--- src/rtl/rv_divider_xlen.sv ---
// rtl/rv_divider_xlen.sv - iterative RISC-V DIV/DIVU/REM/REMU unit
//
// Restoring shift-subtract divider retiring BITS_PER_CYCLE quotient bits per
// cycle. States: IDLE -> PREP -> ITER (XLEN/BITS_PER_CYCLE cycles) -> FIX -> DONE.
// Divide-by-zero and signed overflow finish straight from PREP.
//
// Ports:
//   clk          clock, rising edge
//   resetn       asynchronous active-low reset
//   div_valid    request, held until div_ready; a start needs a low-to-high edge
//   divop        00 DIV, 01 DIVU, 10 REM, 11 REMU
//   dividend     rs1
//   divisor      rs2
//   result       quotient or remainder, loaded on DONE entry
//   div_ready    one-cycle completion pulse (DONE)
//   busy         high in PREP, ITER and FIX
//   div_by_zero  captured divisor was zero, updated on DONE entry
module rv_divider_xlen #(
  parameter int XLEN           = 32,
  parameter int BITS_PER_CYCLE = 1
) (
  input  logic            clk,
  input  logic            resetn,
  input  logic            div_valid,
  input  logic [1:0]      divop,
  input  logic [XLEN-1:0] dividend,
  input  logic [XLEN-1:0] divisor,
  output logic [XLEN-1:0] result,
  output logic            div_ready,
  output logic            busy,
  output logic            div_by_zero
);

  localparam int N  = XLEN / BITS_PER_CYCLE;
  localparam int CW = $clog2(N) + 1;

  typedef enum logic [2:0] {S_IDLE, S_PREP, S_ITER, S_FIX, S_DONE} state_t;

  state_t          state_q, state_d;
  logic            valid_q;
  logic            armed_q;
  logic [1:0]      op_q;
  logic [XLEN-1:0] a_q;      // dividend, then its magnitude, then the quotient
  logic [XLEN-1:0] b_q;      // divisor, then its magnitude
  logic [XLEN-1:0] rem_q;
  logic            q_neg_q, r_neg_q;
  logic [CW-1:0]   cnt_q;

  logic            signed_op, start, is_zero, is_ovf, iter_last;
  logic [XLEN-1:0] a_abs, b_abs, q_fix, r_fix, sp_res;
  logic [XLEN-1:0] q_nxt, r_nxt;
  logic [XLEN:0]   trial;

  assign signed_op = ~op_q[0];
  // armed_q blocks a start until div_valid has been seen low after reset, so a
  // request held across reset release is not mistaken for a new one.
  assign start     = (state_q == S_IDLE) && div_valid && !valid_q && armed_q;
  assign is_zero   = (b_q == '0);
  assign is_ovf    = signed_op && (a_q == {1'b1, {(XLEN-1){1'b0}}}) && (&b_q);
  assign iter_last = (cnt_q == CW'(N - 1));

  assign a_abs  = (signed_op && a_q[XLEN-1]) ? -a_q : a_q;
  assign b_abs  = (signed_op && b_q[XLEN-1]) ? -b_q : b_q;
  assign q_fix  = q_neg_q ? -a_q : a_q;
  assign r_fix  = r_neg_q ? -rem_q : rem_q;
  assign sp_res = is_zero ? (op_q[1] ? a_q : '1) : (op_q[1] ? '0 : a_q);

  // Unrolled restoring steps: shift the next dividend bit into the partial
  // remainder, subtract the divisor when it fits and retire a quotient bit.
  always_comb begin
    r_nxt = rem_q;
    q_nxt = a_q;
    trial = '0;
    for (int i = 0; i < BITS_PER_CYCLE; i++) begin
      trial = {r_nxt, q_nxt[XLEN-1]};
      q_nxt = {q_nxt[XLEN-2:0], 1'b0};
      if (trial >= {1'b0, b_q}) begin
        trial    = trial - {1'b0, b_q};
        q_nxt[0] = 1'b1;
      end
      r_nxt = trial[XLEN-1:0];
    end
  end

  always_ff @(posedge clk or negedge resetn) begin
    if (!resetn) state_q <= S_IDLE;
    else         state_q <= state_d;
  end

  always_comb begin
    state_d   = state_q;
    div_ready = 1'b0;
    busy      = 1'b0;
    case (state_q)
      S_IDLE: if (start) state_d = S_PREP;
      S_PREP: begin
        busy = 1'b1;
        if (!div_valid)            state_d = S_IDLE;
        else if (is_zero || is_ovf) state_d = S_DONE;
        else                       state_d = S_ITER;
      end
      S_ITER: begin
        busy = 1'b1;
        if (!div_valid)     state_d = S_IDLE;
        else if (iter_last) state_d = S_FIX;
      end
      S_FIX: begin
        busy = 1'b1;
        if (!div_valid) state_d = S_IDLE;
        else            state_d = S_DONE;
      end
      S_DONE: begin
        div_ready = 1'b1;
        state_d   = S_IDLE;
      end
      default: state_d = S_IDLE;
    endcase
  end

  always_ff @(posedge clk or negedge resetn) begin
    if (!resetn) begin
      valid_q     <= 1'b0;
      armed_q     <= 1'b0;
      op_q        <= '0;
      a_q         <= '0;
      b_q         <= '0;
      rem_q       <= '0;
      q_neg_q     <= 1'b0;
      r_neg_q     <= 1'b0;
      cnt_q       <= '0;
      result      <= '0;
      div_by_zero <= 1'b0;
    end else begin
      valid_q <= div_valid;
      armed_q <= armed_q | ~div_valid;
      case (state_q)
        S_IDLE: if (start) begin
          a_q  <= dividend;
          b_q  <= divisor;
          op_q <= divop;
        end
        S_PREP: if (div_valid) begin
          if (is_zero || is_ovf) begin
            result      <= sp_res;
            div_by_zero <= is_zero;
          end else begin
            a_q     <= a_abs;
            b_q     <= b_abs;
            rem_q   <= '0;
            cnt_q   <= '0;
            q_neg_q <= signed_op & (a_q[XLEN-1] ^ b_q[XLEN-1]);
            r_neg_q <= signed_op & a_q[XLEN-1];
          end
        end
        S_ITER: if (div_valid) begin
          a_q   <= q_nxt;
          rem_q <= r_nxt;
          cnt_q <= cnt_q + CW'(1);
        end
        S_FIX: if (div_valid) begin
          result      <= op_q[1] ? r_fix : q_fix;
          div_by_zero <= 1'b0;
        end
        default: ;
      endcase
    end
  end

endmodule

--- config.mk ---
export PLATFORM = sky130hd
export DESIGN_NAME = rv_divider_xlen
export DESIGN_NICKNAME = d
export VERILOG_FILES = /design/src/rtl/rv_divider_xlen.sv
export SDC_FILE = /design/constraint.sdc
export NUM_CORES = 1
export LEC_CHECK = 0
export CAP_MARGIN = 15
export CORE_UTILIZATION = 55
export DETAILED_ROUTE_END_ITERATION = 10
export GPL_TIMING_DRIVEN = 0
export PLACE_DENSITY = 0.8
export SETUP_SLACK_MARGIN = 0.2
export SYNTH_ARGS = -nofsm -noshare
export SYNTH_HDL_FRONTEND = slang
export SYNTH_SLANG_ARGS = --single-unit
--- constraint.sdc ---
create_clock -name clk -period 3.4 [get_ports clk]
set_input_delay 0.68 -clock clk [delete_from_list [all_inputs] [get_ports clk]]
set_output_delay 0.68 -clock clk [all_outputs]
set_load 0.005 [all_outputs]
======== Yosys cells after proc, flatten, opt, wreduce, memory -nomap -nowiden ========
Index checks and enable logic that the tools add are counted.
word-level totals
  bits in latches ......................... 0
  register bits ........................... 144
  bits in read-only memories .............. 0
  RAM bits ................................ 0
  memories ................................ 0
cells by class
  mux-type cells .......................... 44
  add/sub/neg operators ................... 5
  divide/modulo/power cells ............... 0
  equality and inequality tests ........... 15
  shifts and indexed selects .............. 0
  bitwise operators ....................... 7
  multiply operators ...................... 0
  reductions and logical operators ........ 24
  $lt $le $gt $ge ......................... 1
operators with widths
  cell                                                                   number
  32-bit 2-to-1 mux                                                      22
  32-bit one-hot mux with 2 select lines                                 3
  32-bit negator                                                         3
  32-bit one-hot mux with 3 select lines                                 1
  33-bit by 32-bit >= comparator with 1-bit output                       1
  32-bit equality test, second input constant                            1
  32-bit zero test                                                       1
  32-bit AND reduction                                                   1
  32-bit subtractor                                                      1
  3-bit 2-to-1 mux                                                       6
  6-bit 2-to-1 mux                                                       3
  2-bit != test, second input constant                                   8
  3-bit one-hot mux with 4 select lines                                  1
  6-bit one-hot mux with 2 select lines                                  1
  4-bit AND reduction                                                    2
  1-bit logical AND                                                      7
  6-bit by 1-bit adder with 6-bit output, second input constant          1
  3-bit by 2-bit equality test with 1-bit output, second input constant  2
  6-bit by 5-bit equality test with 1-bit output, second input constant  1
  1-bit 2-to-1 mux                                                       6
  6-bit AND reduction                                                    1
  2-bit nonzero test                                                     3
  5-bit AND reduction                                                    1
  2-bit AND reduction                                                    2
  other kinds (14)                                                       17

======== Logic depth before layout (Yosys ltp) ========
  word-level depth ........................ 7
  gate-level depth with buffers ........... 14
  mapped depth without buffers ............ 12

======== Worst setup path after synthesis ========
No wires, ideal clock.
  path kind ............................... reg-to-reg
  start ................................... reg b_q[18]
  end ..................................... reg rem_q[27]
  arrival time ............................ 2.860 ns
  path slack .............................. 0.395 ns
  clock period less this slack ............ 3.005 ns
  data required time ...................... 3.254 ns
  path buffers ............................ 3
  stages on the path, launching flop included .. 13
  path through ............................ dfrtp_1 > clkbuf_1 > inv_1 > ha_1 > clkbuf_1 > and3_1 > nand2_1 > or2_2 > o211ai_1 > a31oi_1 > o21ai_1 > clkbuf_1 > o221ai_1
on the way
  longest elaborated chain between the ends .. 5
ends and longest elaborated chain
  element                                                    line  text
  start, declared                                            44    logic [XLEN-1:0] b_q;
  start signal, assigned                                     139   b_q <= divisor;
  start signal, assigned                                     148   b_q <= b_abs;
  branches (longest 5 deep; another with 32-bit subtractor)  n/a
  end signal, assigned                                       157   rem_q <= r_nxt;
  end, declared                                              45    logic [XLEN-1:0] rem_q;
Parallel ways; which one is timed is not known. The select of a mux whose other input is x is not followed.
A chain may end at the register's enable or synchronous reset.

======== Worst setup path in the final report ========
  start ................................... reg a_q[21]
  end ..................................... reg a_q[0]
on the way
  longest elaborated chain between the ends .. 6
ends and longest elaborated chain
  element                               line  text
  start, declared                       43    logic [XLEN-1:0] a_q;
  start signal, assigned                138   a_q <= dividend;
  start signal, assigned                147   a_q <= a_abs;
  start signal, assigned                156   a_q <= q_nxt;
  32-bit equality test                  59    assign is_ovf = signed_op && (a_q == {1'b1, {(XLEN-1){1'b0}}}) && (&b_q);
  1-bit logical AND (2 in series)       59
  1-bit logical OR                      143   if (is_zero || is_ovf) begin
  2-bit != test (no source line)        n/a
  6-bit AND reduction (no source line)  n/a
Every way passes these cells.

==> out/qor.txt <==
Post-synth EDFFs - 0
Final WL - 46500 um
Fraction of registers with async set/reset - 1.00
Sequential share of the synthesized area - 0.306
Crit Path Max Fanout - 10
CTS buffer count - 17
Max-slew headroom - 0.302
CORE AREA - 0.0210 mm2
WL/cell - 23.8 um
Unrepaired setup endpoints after global routing - yes
Slowest-stage cell, CP - or4_4
Fill count - 1799
Leakage - 0.00578 uW
Layout Nets - 1770
Post-route clock period utilization - 0.930
Initial antenna violation count - 0
CTS Root Cell - clkbuf_16
Crit path DAT - 3460 ps
Router iterations before antenna repair - 7
Critical path class - reg -> reg
RePlAce Congestion - 1.04
Multi-input gate area - 0.00764 mm2
Slowest Stage Delay on Critical Path - 570 ps
Clock latency on the worst-skew pair - 440 ps
Critical Path Sink Type - register
Fraction of layout cells with a size suffix above 1 - 0.116
Status - finished, final reports clean
Tot Pwr - 9940 uW
Mean Syn Cell Area - 7.76 um2
Die Wd - 148 um
Worst path required time - 3690 ps
Critical-path cell list - buf_6 -> or3_1 -> or4_4 -> or4_4 -> o22ai_4 -> o31ai_2 -> and2_4 -> buf_6 -> a31oi_2 -> nand2_1
Max rail drop VDD - 0.409 mV
Ys Warns - 0
Startpoint Class - register
Antenna Cells - 0
Count of hold-fix buffers inserted at cts - 0
Cells after Synth - 1517
H-Tree Depth - 4
Max Cap Viol - 0
Post-Layout Cell Count - 1951
Clock period minus worst slack - 3160 ps
Worst Max-Slew Pin Slew - 1040 ps
Pwr/cell area - 696 mW/mm2
DIE HEIGHT - 148 um
Drt drc - 0
Max-slew violation count - 0
GRT overflow - 0
I/O pins - 104
Slack of the critical path - 237 ps
Initial DRC Count - 1669
Fmax - 0.316 GHz
Net Count, Synth - 1624
CTS Sinks - 144
Pin count of the biggest net entering global routing - 88
Sequential Area - 0.00361 mm2
Commonest cells in the netlist - nand2_1, dfrtp_1, nor2_1
Port bufs - 103
CTS Buffer Depth - 2
Setup Viol. Count Final - 0
Skew final - 15.7 ps
CTS tree - yes
Synth top area cells - dfrtp_1, nand2_1, o21ai_0
Placement Setup Slack - -651 ps
Min Hold Slack - 314 ps
Hold Violations, Final - 0
Detailed placer's ending HPWL - 34500 um
Layout area overhead - 21.4%
Flops & latches, synth - 144
Post-synth top area cell - dfrtp_1
Yosys top cell area share - 0.306
Initial core utilization - 0.560
CTS clk-pin slew, worst paths - 70 ps
Die ar. - 0.0220 mm2
First-pass GRT wire length - 71200 um
Netlist cell types - 86
Placed cell count - 1896
ANT nets after route - 0
Total number of vias - 13300
Mapped cell area - 0.0118 mm2
Gr usage total - 0.427
Via/cell ratio - 6.83
Vias in the first global route - 12400
Hold Path Class - in -> async
Most frequent cell after synthesis - nand2_1
Ys flop type - dfrtp_1
Row cnt - 53
==> worst max-delay path, delay by kind of cell (launching register included) <==
kind / cells / cell delay, ps
AO/OA/AOI/OAI: 3 / 630
AND/OR/NAND/NOR: 5 / 1700
buffers and inverters: 2 / 300
flip-flops: 1 / 380
==> placed cells by master, fill, tap and decap left out, types with 44 or more instances in the layout <==
master           instances
xnor2_1                 47
clkbuf_1                69
nor3_1                  44
inv_1                   50
o21ai_0                110
nand2_1                191
a21oi_1                105
clkdlybuf4s50_1        102
dfrtp_1                137
nor2_1                 117
o211ai_1                59
==> layer usage <==
metal,share of wire,wire (um),track usage,vias up
li1,-,-,-,5893
met2,0.45,20900,0.672,944
met4,0.079,3660,0.277,0
met3,0.097,4520,0.0825,240
met1,0.37,17400,0.535,6252
met5,0,0,0,-
==> power by group <==
group	leakage (uW)	internal, uW	switching, uW	total [uW]
registers	0.00181	2160	557	2720
clock network	0.000305	1210	855	2070
logic	0.00367	1990	3170	5150
==> final timing paths <==
kind | slack (ps) | depth (start not counted) | to | from
max reg2reg | 240 | 10 | a_q[0] | a_q[21]
max in group asynchronous | 2280 | 2 | rem_q[0] | resetn
min reg2reg | 480 | 2 | result[16] | result[16]
min | 310 | 1 | a_q[11] | resetn
max | 240 | 10 | a_q[0] | a_q[21]
min in group clk | 480 | 2 | result[16] | result[16]
==> stage by stage <==
step	TNS [ps]	instance area (um2)	utilization
after floorplan	0	11800	-
after global placement	-659610	13100	0.625
after detailed placement	-32200	13200	0.627
after CTS	0	14000	0.667
after global routing	0	14300	0.680
final	0	14300	0.680
==> sequential cells by signal, summed over array words and instances (netlist names) <==
name and flops:
a_q 32, b_q 32, rem_q 32, result 32
cnt_q 6, state_q 3, op_q 2, armed_q 1
div_by_zero 1, q_neg_q 1, r_neg_q 1, valid_q 1
==> cell families after synthesis <==
logic type | share of synthesized area
compound gates | 0.300
xor+xnor | 0.0640
fa+ha+maj | 0.0410
simple gates | 0.218
mux | 0.00563
flops | 0.306
buf+inv | 0.0656
==> final cells by class <==
type / instances / share of cell area
inverter: 54 / 0.0142
multi-input combinational: 1193 / 0.535
clock buffer: 20 / 0.0320
timing repair buffer: 127 / 0.0862
buffer: 126 / 0.0444
clock inverter: 12 / 0.0119
tap: 275 / 0.0241
sequential: 144 / 0.253
==> timing repair <==
action                                  CTS  global route
hold endpoints to repair                  0             0
setup buffers                            12            11
endpoints found under the setup margin  113           132
pin swaps                                10            12
resized for setup                        46            72
Note: power is estimated with default switching activity, not from simulation.
